<file path="config.mk">
export PLATFORM = sky130hd
export DESIGN_NAME = pointer_coord_gen
export DESIGN_NICKNAME = d
export VERILOG_FILES = /design/src/rtl/pointer_coord_pkg.sv /design/src/rtl/pointer_coord_gen_axis.sv /design/src/rtl/pointer_coord_gen.sv
export SDC_FILE = /design/constraint.sdc
export NUM_CORES = 1
export LEC_CHECK = 0
export CORE_MARGIN = 4
export CORE_UTILIZATION = 38
export CTS_CLUSTER_SIZE = 28
export DETAILED_ROUTE_END_ITERATION = 6
export GPL_ROUTABILITY_DRIVEN = 0
export PLACE_DENSITY = 0.59
export SYNTH_ARGS = -nofsm -noshare
export SYNTH_HDL_FRONTEND = slang
export SYNTH_SLANG_ARGS = --single-unit
</file>
<file path="constraint.sdc">
create_clock -name clk -period 4.7 [get_ports clk]
set_input_delay 0.94 -clock clk [delete_from_list [all_inputs] [get_ports clk]]
set_output_delay 0.94 -clock clk [all_outputs]
set_load 0.03 [all_outputs]
</file>
<file path="src/rtl/pointer_coord_pkg.sv">
// Shared types and defaults for the two-axis debug pointer coordinate generator.
// Optional auto-repeat is enabled by defining POINTER_HOLD_REPEAT_EN.
package pointer_coord_pkg;

  typedef enum logic [1:0] {
    STEP_NONE = 2'd0,
    STEP_INC  = 2'd1,
    STEP_DEC  = 2'd2
  } step_e;

  typedef enum logic [1:0] {
    RPT_IDLE   = 2'd0,
    RPT_DELAY  = 2'd1,
    RPT_REPEAT = 2'd2
  } rpt_state_e;

  localparam int DEF_X_MAX = 15;
  localparam int DEF_Y_MAX = 15;

  // Opposing step events on the same edge cancel each other.
  function automatic step_e resolve_step(input logic inc_ev, input logic dec_ev);
    step_e s;
    s = STEP_NONE;
    if (inc_ev && !dec_ev) s = STEP_INC;
    else if (dec_ev && !inc_ev) s = STEP_DEC;
    return s;
  endfunction

endpackage

</file>
<file path="src/rtl/pointer_coord_gen_axis.sv">
// One pointer axis: press edge detect, conflict cancel, bounded wrap/saturate counter.
// With POINTER_HOLD_REPEAT_EN defined, a held request auto-repeats after a delay.
module pointer_axis_counter
  import pointer_coord_pkg::*;
#(
  parameter int W             = 4,
  parameter int MAX           = 15,
  parameter bit WRAP          = 1'b1,
  parameter int REPEAT_DELAY  = 24,
  parameter int REPEAT_PERIOD = 8
) (
  input  logic         clk,
  input  logic         reset,
  input  logic         control_set,
  input  logic         inc_req,
  input  logic         dec_req,
  output logic [W-1:0] coord,
  output logic         moved,
  output logic         bump
);

  localparam logic [W-1:0] MAX_V = W'(MAX);

  logic [W-1:0] coord_q, coord_d;
  logic         moved_q, moved_d;
  logic         bump_q, bump_d;
  logic [1:0]   hist_q, hist_d;
  logic         inc_ev, dec_ev;
  step_e        edge_step;
  step_e        step;

  // History resets high so a request held through reset needs a fresh press.
  assign hist_d    = {inc_req, dec_req};
  assign inc_ev    = inc_req & ~hist_q[1];
  assign dec_ev    = dec_req & ~hist_q[0];
  assign edge_step = resolve_step(inc_ev, dec_ev);

`ifdef POINTER_HOLD_REPEAT_EN
  localparam int RPT_MAX = (REPEAT_DELAY > REPEAT_PERIOD) ? REPEAT_DELAY : REPEAT_PERIOD;
  localparam int CNT_W   = $clog2(RPT_MAX + 1);

  rpt_state_e   state_q, state_d;
  step_e        dir_q, dir_d;
  logic [CNT_W-1:0] cnt_q, cnt_d;
  step_e        rpt_step;
  logic         held;

  assign held = (dir_q == STEP_INC) ? inc_req : (dir_q == STEP_DEC) ? dec_req : 1'b0;

  always_comb begin
    state_d  = state_q;
    dir_d    = dir_q;
    cnt_d    = cnt_q;
    rpt_step = STEP_NONE;
    if (control_set || (inc_req && dec_req)) begin
      state_d = RPT_IDLE;
      dir_d   = STEP_NONE;
      cnt_d   = '0;
    end else if (edge_step != STEP_NONE) begin
      state_d = RPT_DELAY;
      dir_d   = edge_step;
      cnt_d   = '0;
    end else if (state_q != RPT_IDLE && !held) begin
      state_d = RPT_IDLE;
      dir_d   = STEP_NONE;
      cnt_d   = '0;
    end else begin
      case (state_q)
        RPT_DELAY: begin
          if (cnt_q == CNT_W'(REPEAT_DELAY - 1)) begin
            rpt_step = dir_q;
            state_d  = RPT_REPEAT;
            cnt_d    = '0;
          end else begin
            cnt_d = cnt_q + 1'b1;
          end
        end
        RPT_REPEAT: begin
          if (cnt_q == CNT_W'(REPEAT_PERIOD - 1)) begin
            rpt_step = dir_q;
            cnt_d    = '0;
          end else begin
            cnt_d = cnt_q + 1'b1;
          end
        end
        default: ;
      endcase
    end
  end

  always_ff @(posedge clk or posedge reset) begin
    if (reset) begin
      state_q <= RPT_IDLE;
      dir_q   <= STEP_NONE;
      cnt_q   <= '0;
    end else begin
      state_q <= state_d;
      dir_q   <= dir_d;
      cnt_q   <= cnt_d;
    end
  end

  assign step = (edge_step != STEP_NONE) ? edge_step : rpt_step;
`else
  assign step = edge_step;
`endif

  always_comb begin
    coord_d = coord_q;
    bump_d  = 1'b0;
    if (control_set) begin
      coord_d = '0;
    end else begin
      case (step)
        STEP_INC: begin
          if (coord_q < MAX_V)  coord_d = coord_q + 1'b1;
          else if (WRAP)        coord_d = '0;
          else                  bump_d  = 1'b1;
        end
        STEP_DEC: begin
          if (coord_q != '0)    coord_d = coord_q - 1'b1;
          else if (WRAP)        coord_d = MAX_V;
          else                  bump_d  = 1'b1;
        end
        default: ;
      endcase
    end
    // A clear is not a move, even when it changes the coordinate.
    moved_d = !control_set && (coord_d != coord_q);
  end

  always_ff @(posedge clk or posedge reset) begin
    if (reset) begin
      coord_q <= '0;
      moved_q <= 1'b0;
      bump_q  <= 1'b0;
      hist_q  <= 2'b11;
    end else begin
      coord_q <= coord_d;
      moved_q <= moved_d;
      bump_q  <= bump_d;
      hist_q  <= hist_d;
    end
  end

  assign coord = coord_q;
  assign moved = moved_q;
  assign bump  = bump_q;

endmodule

</file>
<file path="src/rtl/pointer_coord_gen.sv">
// Two-axis debug pointer coordinate generator; one step per press, moved/bump strobes.
// Optional hold-to-repeat is enabled by defining POINTER_HOLD_REPEAT_EN.
module pointer_coord_gen
  import pointer_coord_pkg::*;
#(
  parameter int X_W           = 4,
  parameter int Y_W           = 4,
  parameter int X_MAX         = DEF_X_MAX,
  parameter int Y_MAX         = DEF_Y_MAX,
  parameter bit WRAP          = 1'b1,
  parameter int REPEAT_DELAY  = 24,
  parameter int REPEAT_PERIOD = 8
) (
  input  logic           clk,
  input  logic           reset,
  input  logic           control_set,
  input  logic           left,
  input  logic           right,
  input  logic           up,
  input  logic           down,
  output logic [X_W-1:0] x_out,
  output logic [Y_W-1:0] y_out,
  output logic           moved,
  output logic           bump
);

  logic x_moved, y_moved, x_bump, y_bump;

  pointer_axis_counter #(
    .W(X_W), .MAX(X_MAX), .WRAP(WRAP),
    .REPEAT_DELAY(REPEAT_DELAY), .REPEAT_PERIOD(REPEAT_PERIOD)
  ) u_x_axis (
    .clk(clk), .reset(reset), .control_set(control_set),
    .inc_req(right), .dec_req(left),
    .coord(x_out), .moved(x_moved), .bump(x_bump)
  );

  // Y grows downward on screen.
  pointer_axis_counter #(
    .W(Y_W), .MAX(Y_MAX), .WRAP(WRAP),
    .REPEAT_DELAY(REPEAT_DELAY), .REPEAT_PERIOD(REPEAT_PERIOD)
  ) u_y_axis (
    .clk(clk), .reset(reset), .control_set(control_set),
    .inc_req(down), .dec_req(up),
    .coord(y_out), .moved(y_moved), .bump(y_bump)
  );

  assign moved = x_moved | y_moved;
  assign bump  = x_bump | y_bump;

endmodule

</file>
# Word level (Yosys, flattened, before mapping)
# Cells that the tools add are included.
[totals] ff_bits=14 inputBits=7
[op_classes] addsub=4 order_cmp=2 n_eq_ne=6 n_mux=12 bitwise=9 reduce_logical=13
[ops] operator="$mux W4" n=6
[ops] operator="$pmux W4 S2" n=2
[ops] operator="$add A4 B1 Y4 const B" n=2
[ops] operator="$lt A4 B4 Y1 const B" n=2
[ops] operator="$mux W2" n=4
[ops] operator="$ne A4 B4 Y1" n=2
[ops] operator="$reduce_bool A4 Y1" n=2
[ops] operator="$sub A4 B1 Y4 const B" n=2
[ops] operator="$logic_and A1 B1 Y1" n=6
[ops] operator="$logic_not A1 Y1" n=5
[ops] operator="$and A1 B1 Y1" n=4
[ops] operator="$eq A2 B1 Y1 const B" n=2
[ops] operator="$eq A2 B2 Y1 const B" n=2
[ops] operator="$not A1 Y1" n=4
[ops] operator="$or A1 B1 Y1" n=1

# Depth between registers and ports, before layout
# Gate-level depths: netlist of the first run.
[logic_depth] ltp_word=11 depth_mapped=8 mapped_depth_nobuf=7

# Hierarchy
# A second synthesis of the first run with hierarchy kept.
[unflattened] hier_cells=126 hier_area_um2=1093.5
[by_module_without_submodules] mod="pointer_axis_counter" n_inst=2 cells_each=62 area_each_um2=540.5 seq_area_each_um2=177.7
[by_module_without_submodules] mod="pointer_coord_gen" n_inst=1 cells_each=2 area_each_um2=12.5 seq_area_each_um2=0.0

# Least setup slack after synthesis of the first run
# Ideal clock, no wire load.
[synth_path] path_type="input -> register" from="input port down" to="register u_y_axis.moved_q (netlist: u_y_axis.moved)" arrival_time_ns=2.019 t_required_ns=4.570 path_slack_ns=2.551 cell_stages=8 path_cell_list="nand2b_1 > inv_1 > ha_1 > buf_4 > nor2b_1 > a221o_1 > a21oi_1 > a31oi_1"
[synth_via] elab_chain_cells=10 elab_cells_between_ends=12
[synth_lines] element="start: declaration" line_no="pointer_coord_gen.sv:20" rtl="input logic down,"
[synth_lines] element="$and A1 B1 Y1 (*)" line_no="pointer_coord_gen_axis.sv:34" rtl="assign inc_ev = inc_req & ~hist_q[1];"
[synth_lines] element="$logic_not A1 Y1" line_no="pointer_coord_pkg.sv:25" rtl="else if (dec_ev && !inc_ev) s = STEP_DEC;"
[synth_lines] element="$logic_and A1 B1 Y1" line_no="pointer_coord_pkg.sv:25"
[synth_lines] element="$mux W2" line_no="pointer_coord_pkg.sv:25"
[synth_lines] element="$mux W2 (*)" line_no="pointer_coord_pkg.sv:24" rtl="if (inc_ev && !dec_ev) s = STEP_INC;"
[synth_lines] element="$eq A2 B2 Y1 or $eq A2 B1 Y1 (tied branches)" line_no="pointer_coord_gen_axis.sv:114" rtl="case (step)"
[synth_lines] element="$pmux W4 S2 (*)" line_no="pointer_coord_gen_axis.sv:114"
[synth_lines] element="$mux W4 (*)" line_no="pointer_coord_gen_axis.sv:111" rtl="if (control_set) begin"
[synth_lines] element="$ne A4 B4 Y1 (*)" line_no="pointer_coord_gen_axis.sv:129" rtl="moved_d = !control_set && (coord_d != coord_q);"
[synth_lines] element="$logic_and A1 B1 Y1 (*)" line_no="pointer_coord_gen_axis.sv:129"
[synth_lines] element="named net u_y_axis.moved_d" line_no="pointer_coord_gen_axis.sv:25" rtl="logic moved_q, moved_d;"
[synth_lines] element="end signal: assignment" line_no="pointer_coord_gen_axis.sv:140" rtl="moved_q <= moved_d;"
[synth_lines] element="end: declaration" line_no="pointer_coord_gen_axis.sv:25"
# The timed path passes the listed nets; every way through them passes the cells marked *.

# Worst setup path in the final report of the first run
[layout_path] from="register u_y_axis.coord_q[2] (netlist: u_y_axis.coord[2])" to="output port y_out[2]"
[layout_rtl] element="start: declaration" line_no="pointer_coord_gen_axis.sv:24" rtl="logic [W-1:0] coord_q, coord_d;"
[layout_rtl] element="start signal: assignment" line_no="pointer_coord_gen_axis.sv:139" rtl="coord_q <= coord_d;"
[layout_rtl] element="end: declaration" line_no="pointer_coord_gen.sv:22" rtl="output logic [Y_W-1:0] y_out,"
# No word-level cell between the ends.

==> tab_implementation.tex, run 1 <==
\begin{tabular}{lr}
\hline
Metric & Value \\
\hline
\multicolumn{2}{l}{\textbf{Job}} \\
Maximum Capacitance Violations & 0 \\
\multicolumn{2}{l}{\textbf{Final layout}} \\
N\_diodes & 0 \\
Number of nets in the layout & 166 \\
Area growth syn-to-layout & 12.4\% \\
Share of final-layout standard cells stronger than drive strength 1 & 8.00\% \\
\multicolumn{2}{l}{\textbf{Yosys}} \\
EDFF count, synth & 0 \\
Mapped Area & 0.00121 mm\^{}2 \\
Number of flip-flops and latches in the synthesized netlist & 14 \\
Count of synthesis-stage warnings from yosys & 0 \\
Post-Synthesis Net Count & 159 \\
Most area-hungry cell type in the Yosys netlist & dfrtp\_1 \\
Async set or reset register ratio after synthesis & 100\% \\
Synthesized area per cell & 8.40 um\^{}2 \\
Netlist cell types & 48 \\
Most used flip-flop cell after synthesis & dfrtp\_1 \\
Proportion of synthesized chip area in sequential cells & 29.4\% \\
Share of the synthesized area in the top cell type & 20.7\% \\
Synth top area cells & dfrtp\_1, dfstp\_2, ha\_1 \\
Post-synthesis cell count & 144 \\
\multicolumn{2}{l}{\textbf{Routing}} \\
Total iterations of the first detailed-routing run & 4 \\
Iteration-0 DRC count of the detailed router & 75 \\
Final Routed Wirelength & 2.70 mm \\
Routed wire length per instance & 13.9 um \\
Number of nets with antenna violations after routing & 0 \\
Vias post-DR & 1,094 \\
Number of design rule violations left after detail routing & 0 \\
Vias per cell & 5.64 \\
\multicolumn{2}{l}{\textbf{Setup path}} \\
Worst EP arrival & 1.63 ns \\
Worst Setup End Kind & primary output \\
Slowest cell delay on critical path & 0.75 ns \\
Crit Path Class & reg2out \\
Number of buffers and inverters on the critical path & 1 \\
Crit-path max FO & 14 \\
Sequence of cells on the critical path & clkdlybuf4s50\_1 \\
Kind of cell with the highest combined delay on the critical path & buffers and inverters \\
Endpoint required time on the critical path & 3.76 ns \\
Critical path's slowest cell & clkdlybuf4s50\_1 \\
Critical Path Start Type & flop \\
\multicolumn{2}{l}{\textbf{STA}} \\
Shortest period the worst path allows & 2.57 ns \\
Fmax & 389 MHz \\
Slew margin rel. & 57.4\% \\
Setup Viol. Count Final & 0 \\
Share of the clock period used by the worst path & 54.8\% \\
Setup repair after global routing missed its margin & no \\
Final slew viol count & 0 \\
Worst clock skew & 0.0122 ns \\
Count of final hold-check violations & 0 \\
Final total negative setup slack & 0 ns \\
Transition time at the pin with the least slew margin & 0.637 ns \\
\multicolumn{2}{l}{\textbf{Clock network}} \\
Clock Path Buffers & 2 \\
Clk sinks & 14 \\
CTS tree & yes \\
Latest clock arrival within the worst-skew pair & 0.28 ns \\
CTS resizes & 0 \\
Clk pin slew, worst setup/hold paths & 0.10 ns \\
Max H-tree Level & 1 \\
Number of setup buffers added after CTS & 0 \\
Total CTS buffers & 3 \\
Cts-stage hold buffer count & 0 \\
Clk root buf & clkbuf\_4 \\
\multicolumn{2}{l}{\textbf{Place}} \\
DP HPWL & 1.93 mm \\
PortBufs & 15 \\
\multicolumn{2}{l}{\textbf{Pwr}} \\
Logic pwr share & 36.0\% \\
Leakage dissipation & 0.000549 uW \\
Internal power & 220 uW \\
Peak VDD IR & 0.000165 V \\
Power per standard cell area & 254 mW/mm\^{}2 \\
Total Power Consumption & 345 uW \\
Clock share of power & 21.1\% \\
Power dissipated by switching net loads & 125 uW \\
Flop pwr share & 42.9\% \\
Fraction of power spent switching nets & 36.2\% \\
\multicolumn{2}{l}{\textbf{Floorplanning}} \\
Chip Height & 64.4 um \\
Site row count & 20 \\
Area of the placeable core & 0.00305 mm\^{}2 \\
Initial cell density of the core & 39.6\% \\
Die X & 64.4 um \\
Die area & 0.00415 mm\^{}2 \\
Boundary Pins & 17 \\
\multicolumn{2}{l}{\textbf{Global routing}} \\
GRT Residual Overflow & 0 \\
Antenna violations before repair & 0 \\
Met3 usage in global routing & 2.95\% \\
GR met2 Demand/Resource & 21.9\% \\
Global-route wire length before repair & 4.48 mm \\
Via count of the first global-routing pass & 1,000 \\
GRT Overall Usage & 13.2\% \\
M1 GR Usage & 17.3\% \\
Pin count of the biggest net entering global routing & 18 \\
Busiest layer in global routing & met2 \\
\multicolumn{2}{l}{\textbf{Status}} \\
Outcome & finished, final reports clean \\
\multicolumn{2}{l}{\textbf{Worst hold path}} \\
Hold Crit Class & reg2reg \\
\hline
\end{tabular}
==> sequential cells by signal, indices dropped and copies added (netlist names) <==
signal and cells:
u_x_axis.coord 4, u_y_axis.moved 1, u_x_axis.hist_q 2, u_y_axis.hist_q 2
u_y_axis.coord 4, u_x_axis.moved 1
==> final cells by class <==
class                      count  area, um^2
inverter                      16        60.1
clock buffer                   4        26.3
multi-input combinational    101         713
sequential                    14         355
fill                         309        1690
timing repair buffer          15         150
tap                           44        55.1
==> power by group through the flow <==
stage               sequential, uW  combinational (uW)  clock, uW
finish                         148                 124       72.7
global route                   151                 136       81.7
CTS                            148                 125       76.2
detailed placement             150                 124          0
global placement               150                 123          0
floorplan                      150                93.1          0
==> worst min-delay path, stage by stage (launching register included) <==
cell	delay [ns]
dfrtp_1	0.49
a21oi_1	0.16
a211oi_1	0.06
==> synthesized netlist by cell type (2+ instances only) <==
library cell	instances
o21ba_2	2
nand4_1	2
o21ai_0	8
dfstp_2	4
a31oi_1	3
nor2_1	7
buf_4	2
nor2b_1	2
dfrtp_1	10
a2bb2oi_1	2
or2_2	2
inv_1	16
buf_6	2
a211oi_1	8
a221oi_1	3
nand2b_1	6
a311oi_1	3
nand3_1	3
buf_2	6
a22oi_1	2
a21oi_1	8
nand4b_1	2
o31ai_1	2
ha_1	8
nand2_1	6
mux2i_1	2
clkbuf_2	2
==> cell usage in the layout (no fill, tap or decap), types with 2 or more instances in the layout <==
master / synthesis / layout
inv_1: 16 / 16
clkdlybuf4s50_1: 0 / 15
dfrtp_1: 10 / 10
a21oi_1: 8 / 8
a211oi_1: 8 / 8
o21ai_0: 8 / 8
ha_1: 8 / 8
nor2_1: 7 / 7
nand2b_1: 6 / 6
nand2_1: 6 / 6
dfstp_2: 4 / 4
nand3_1: 3 / 3
a311oi_1: 3 / 3
a221oi_1: 3 / 3
a31oi_1: 3 / 3
clkbuf_4: 0 / 3
nor2b_1: 2 / 2
a2bb2oi_1: 2 / 2
o21ba_2: 2 / 2
o31ai_1: 2 / 2
nand4_1: 2 / 2
mux2i_1: 2 / 2
nand4b_1: 2 / 2
a22oi_1: 2 / 2
or2_2: 2 / 2
==> worst paths after layout <==
| kind | startpoint | to | slack [ns] | depth (start not counted) |
|---|---|---|---|---|
| max in group asynchronous | reset | u_y_axis.hist_q[1] | 3.34 | 2 |
| worst max-delay path | u_y_axis.coord[2] | y_out[2] | 2.13 | 1 |
| worst min register to register | u_x_axis.coord[3] | u_x_axis.coord[3] | 0.74 | 2 |
| worst max register to register | u_y_axis.coord[1] | u_y_axis.coord[0] | 2.76 | 6 |
| worst min-delay path | u_x_axis.coord[3] | u_x_axis.coord[3] | 0.74 | 2 |
| min in group asynchronous | reset | u_x_axis.coord[3] | 0.98 | 2 |
==> stage by stage <==
step | utilization [%] | std cells | hold slack, ns | setup WS [ns] | instance area, um^2
after floorplan | - | 144 | 0.826 | 2.55 | 1210
after global placement | 43.7 | 190 | 0.726 | 1.94 | 1330
after detailed placement | 43.7 | 190 | 0.726 | 1.94 | 1330
after CTS | 44.5 | 194 | 0.743 | 2.12 | 1360
after global routing | 44.5 | 194 | 0.791 | 2.07 | 1360
final | 44.5 | 194 | 0.738 | 2.13 | 1360
==> logic make-up after synthesis <==
kind of cell	synth area share [%]
xor gates and xnor gates	1.45
other	0.310
and+or+nand+nor	17.2
AOI/OAI and AO/OA	30.1
muxes	1.65
adders and majority gates	8.27
buffers and inverters	11.7
DFF	29.4
==> metal layers <==
layer  wire length [um]  up-vias
met1               1290      533
met3                 97        2
li1                   -      533
met4                 12        0
met2               1300       26
met5                  0        -
(Power assumes the default switching activity.)
==> inputs of run 2 (changes only) <==
--- a/config.mk
+++ b/config.mk
@@ -10,7 +10,7 @@
 export CTS_CLUSTER_SIZE = 28
 export DETAILED_ROUTE_END_ITERATION = 6
 export GPL_ROUTABILITY_DRIVEN = 0
-export PLACE_DENSITY = 0.59
+export PLACE_DENSITY = 0.61
 export SYNTH_ARGS = -nofsm -noshare
 export SYNTH_HDL_FRONTEND = slang
 export SYNTH_SLANG_ARGS = --single-unit
==> constraint.sdc (replaced) <==
create_clock -name clk -period 2.2 [get_ports clk]
set_input_delay 0.44 -clock clk [delete_from_list [all_inputs] [get_ports clk]]
set_output_delay 0.44 -clock clk [all_outputs]
set_load 0.03 [all_outputs]
==> run 2 against run 1 <==
  * Flip-flop and latch count did not move
  * Critical path depth did not move
  * Clock power is 150% higher
  * Power grew 120%
  * Critical endpoint is now y_out[1]
  * Clock skew shrank 0.0084 ns
  * Via count increased by 0.91%
  * Combinational power grew 130%
==> tab_implementation.tex, run 2 (synthesized netlist as in run 1, its figures left out) <==
\begin{tabular}{lr}
\hline
Metric & Value \\
\hline
\multicolumn{2}{l}{\textbf{Floorplanning}} \\
Boundary Pins & 17 \\
Die area & 0.00415 mm\^{}2 \\
Die X & 64.4 um \\
Initial cell density of the core & 39.6\% \\
Area of the placeable core & 0.00305 mm\^{}2 \\
Site row count & 20 \\
Chip Height & 64.4 um \\
\multicolumn{2}{l}{\textbf{Routing}} \\
Vias post-DR & 1,104 \\
Final Routed Wirelength & 2.58 mm \\
Routed wire length per instance & 12.7 um \\
Vias per cell & 5.47 \\
Number of nets with antenna violations after routing & 0 \\
Iteration-0 DRC count of the detailed router & 34 \\
Total iterations of the first detailed-routing run & 4 \\
Number of design rule violations left after detail routing & 0 \\
\multicolumn{2}{l}{\textbf{Global routing}} \\
GRT Overall Usage & 13.4\% \\
Via count of the first global-routing pass & 1,012 \\
GRT Residual Overflow & 0 \\
Global-route wire length before repair & 4.55 mm \\
Pin count of the biggest net entering global routing & 15 \\
Antenna violations before repair & 0 \\
\multicolumn{2}{l}{\textbf{Place}} \\
PortBufs & 15 \\
Minimum setup slack after placement & -0.0145 ns \\
DP HPWL & 1.96 mm \\
\multicolumn{2}{l}{\textbf{Clock network}} \\
Clk pin slew, worst setup/hold paths & 0.08 ns \\
Latest clock arrival within the worst-skew pair & 0.27 ns \\
Cts-stage hold buffer count & 0 \\
CTS resizes & 0 \\
Clock Path Buffers & 2 \\
CTS tree & yes \\
Clk sinks & 14 \\
Clk root buf & clkbuf\_4 \\
Number of setup buffers added after CTS & 0 \\
Total CTS buffers & 3 \\
Max H-tree Level & 1 \\
\multicolumn{2}{l}{\textbf{STA}} \\
Slew margin rel. & 65.8\% \\
Fmax & 498 MHz \\
Smallest setup slack after layout & 0.193 ns \\
Final total negative setup slack & 0 ns \\
Worst clock skew & 0.00372 ns \\
Shortest period the worst path allows & 2.01 ns \\
Transition time at the pin with the least slew margin & 0.513 ns \\
Count of final hold-check violations & 0 \\
Final slew viol count & 0 \\
Setup repair after global routing missed its margin & no \\
Share of the clock period used by the worst path & 91.2\% \\
Setup Viol. Count Final & 0 \\
\multicolumn{2}{l}{\textbf{Pwr}} \\
Power per standard cell area & 542 mW/mm\^{}2 \\
Leakage dissipation & 0.000594 uW \\
Peak VDD IR & 0.000311 V \\
\multicolumn{2}{l}{\textbf{Job}} \\
Maximum Capacitance Violations & 0 \\
\multicolumn{2}{l}{\textbf{Setup path}} \\
Worst Setup End Kind & primary output \\
Number of buffers and inverters on the critical path & 1 \\
Slowest cell delay on critical path & 0.74 ns \\
Crit Path Class & reg2out \\
Critical path's slowest cell & clkdlybuf4s50\_1 \\
Worst EP arrival & 1.57 ns \\
Endpoint required time on the critical path & 1.76 ns \\
Critical Path Start Type & flop \\
Kind of cell with the highest combined delay on the critical path & buffers and inverters \\
Sequence of cells on the critical path & clkdlybuf4s50\_1 \\
Crit-path max FO & 11 \\
\multicolumn{2}{l}{\textbf{Final layout}} \\
Most frequent standard cell in the layout excluding fill and tap cells & inv\_1 \\
Number of nets in the layout & 174 \\
Area growth syn-to-layout & 18.2\% \\
Share of final-layout standard cells stronger than drive strength 1 & 13.3\% \\
N\_diodes & 0 \\
Filler Cell Count & 321 \\
Commonest non-fill, non-tap cells in the layout & inv\_1, clkdlybuf4s50\_1, dfrtp\_1 \\
\multicolumn{2}{l}{\textbf{Status}} \\
Outcome & finished, final reports clean \\
\multicolumn{2}{l}{\textbf{Worst hold path}} \\
Hold Crit Class & in2async \\
\hline
\end{tabular}
==> run 2: cell types whose count changed in the layout (fill, tap and decap cells not counted) <==
cell | before | now
clkbuf_8 | 0 | 1
clkbuf_1 | 1 | 0
buf_4 | 0 | 8
==> run 2: metrics by stage <==
step / util [%] / std cells / cell area [um^2] / power, uW / hold WS (ns)
after detailed placement: 45.7 / 198 / 1390 / 599 / 0.644
after CTS: 46.8 / 202 / 1430 / 787 / 0.503
after global routing: 46.8 / 202 / 1430 / 836 / 0.524
final: 46.8 / 202 / 1430 / 775 / 0.488
after floorplan: - / 144 / 1210 / 520 / 0.326
after global placement: 45.7 / 198 / 1390 / 597 / 0.655
==> run 2: cell type report <==
cell class	count	area [um^2]	share of cell area [%]
repair buffers	23	210	14.7
flip-flops and latches	14	355	24.8
clock buffers	4	36.3	2.54
well taps	44	55.1	3.85
multi-input cells	101	713	49.9
inverters	16	60.1	4.20
==> run 2: per-layer routing <==
layer | GRT usage, % | vias up | part of all wire [%]
li1 | - | 552 | -
met1 | 19.8 | 503 | 49
met2 | 20.1 | 47 | 44
met3 | 3.64 | 2 | 6.6
met4 | 1.58 | 0 | 0.58
met5 | 0 | - | 0
==> run 2: path summary, 6_finish.rpt <==
kind / from / endpoint / slack [ns] / cells past startpoint
hold / removal: reset / u_x_axis.coord[1] / 0.49 / 2
max in group asynchronous: reset / u_x_axis.hist_q[0] / 1.35 / 2
setup / recovery: u_y_axis.coord[1] / y_out[1] / 0.19 / 1
min in group clk: right / u_x_axis.hist_q[1] / 0.60 / 1
hold reg to reg: u_x_axis.coord[0] / u_x_axis.coord[0] / 0.66 / 2
setup reg to reg: u_y_axis.coord[1] / u_y_axis.coord[0] / 0.28 / 6
==> run 2: power by group <==
part	internal [uW]	switching (uW)	total, uW
registers	279	27.1	306
clock network	101	78.3	179
logic	134	156	291
==> run 2: worst register-to-register path, stage by stage (launching register included) <==
cell and delay [ns]:
dfrtp_1 0.51, inv_1 0.15, ha_1 0.26, or3b_1 0.37
a21oi_1 0.16, a311oi_1 0.08, a211oi_1 0.28
==> inputs of run 3 (changes only) <==
--- a/config.mk
+++ b/config.mk
@@ -10,7 +10,9 @@
 export CTS_CLUSTER_SIZE = 28
 export DETAILED_ROUTE_END_ITERATION = 6
 export GPL_ROUTABILITY_DRIVEN = 0
+export HOLD_SLACK_MARGIN = 0.08
 export PLACE_DENSITY = 0.61
 export SYNTH_ARGS = -nofsm -noshare
 export SYNTH_HDL_FRONTEND = slang
 export SYNTH_SLANG_ARGS = --single-unit
+export TNS_END_PERCENT = 50
==> results of run 3 <==
No change in the layout: final DEF, timing and power equal those of run 2.
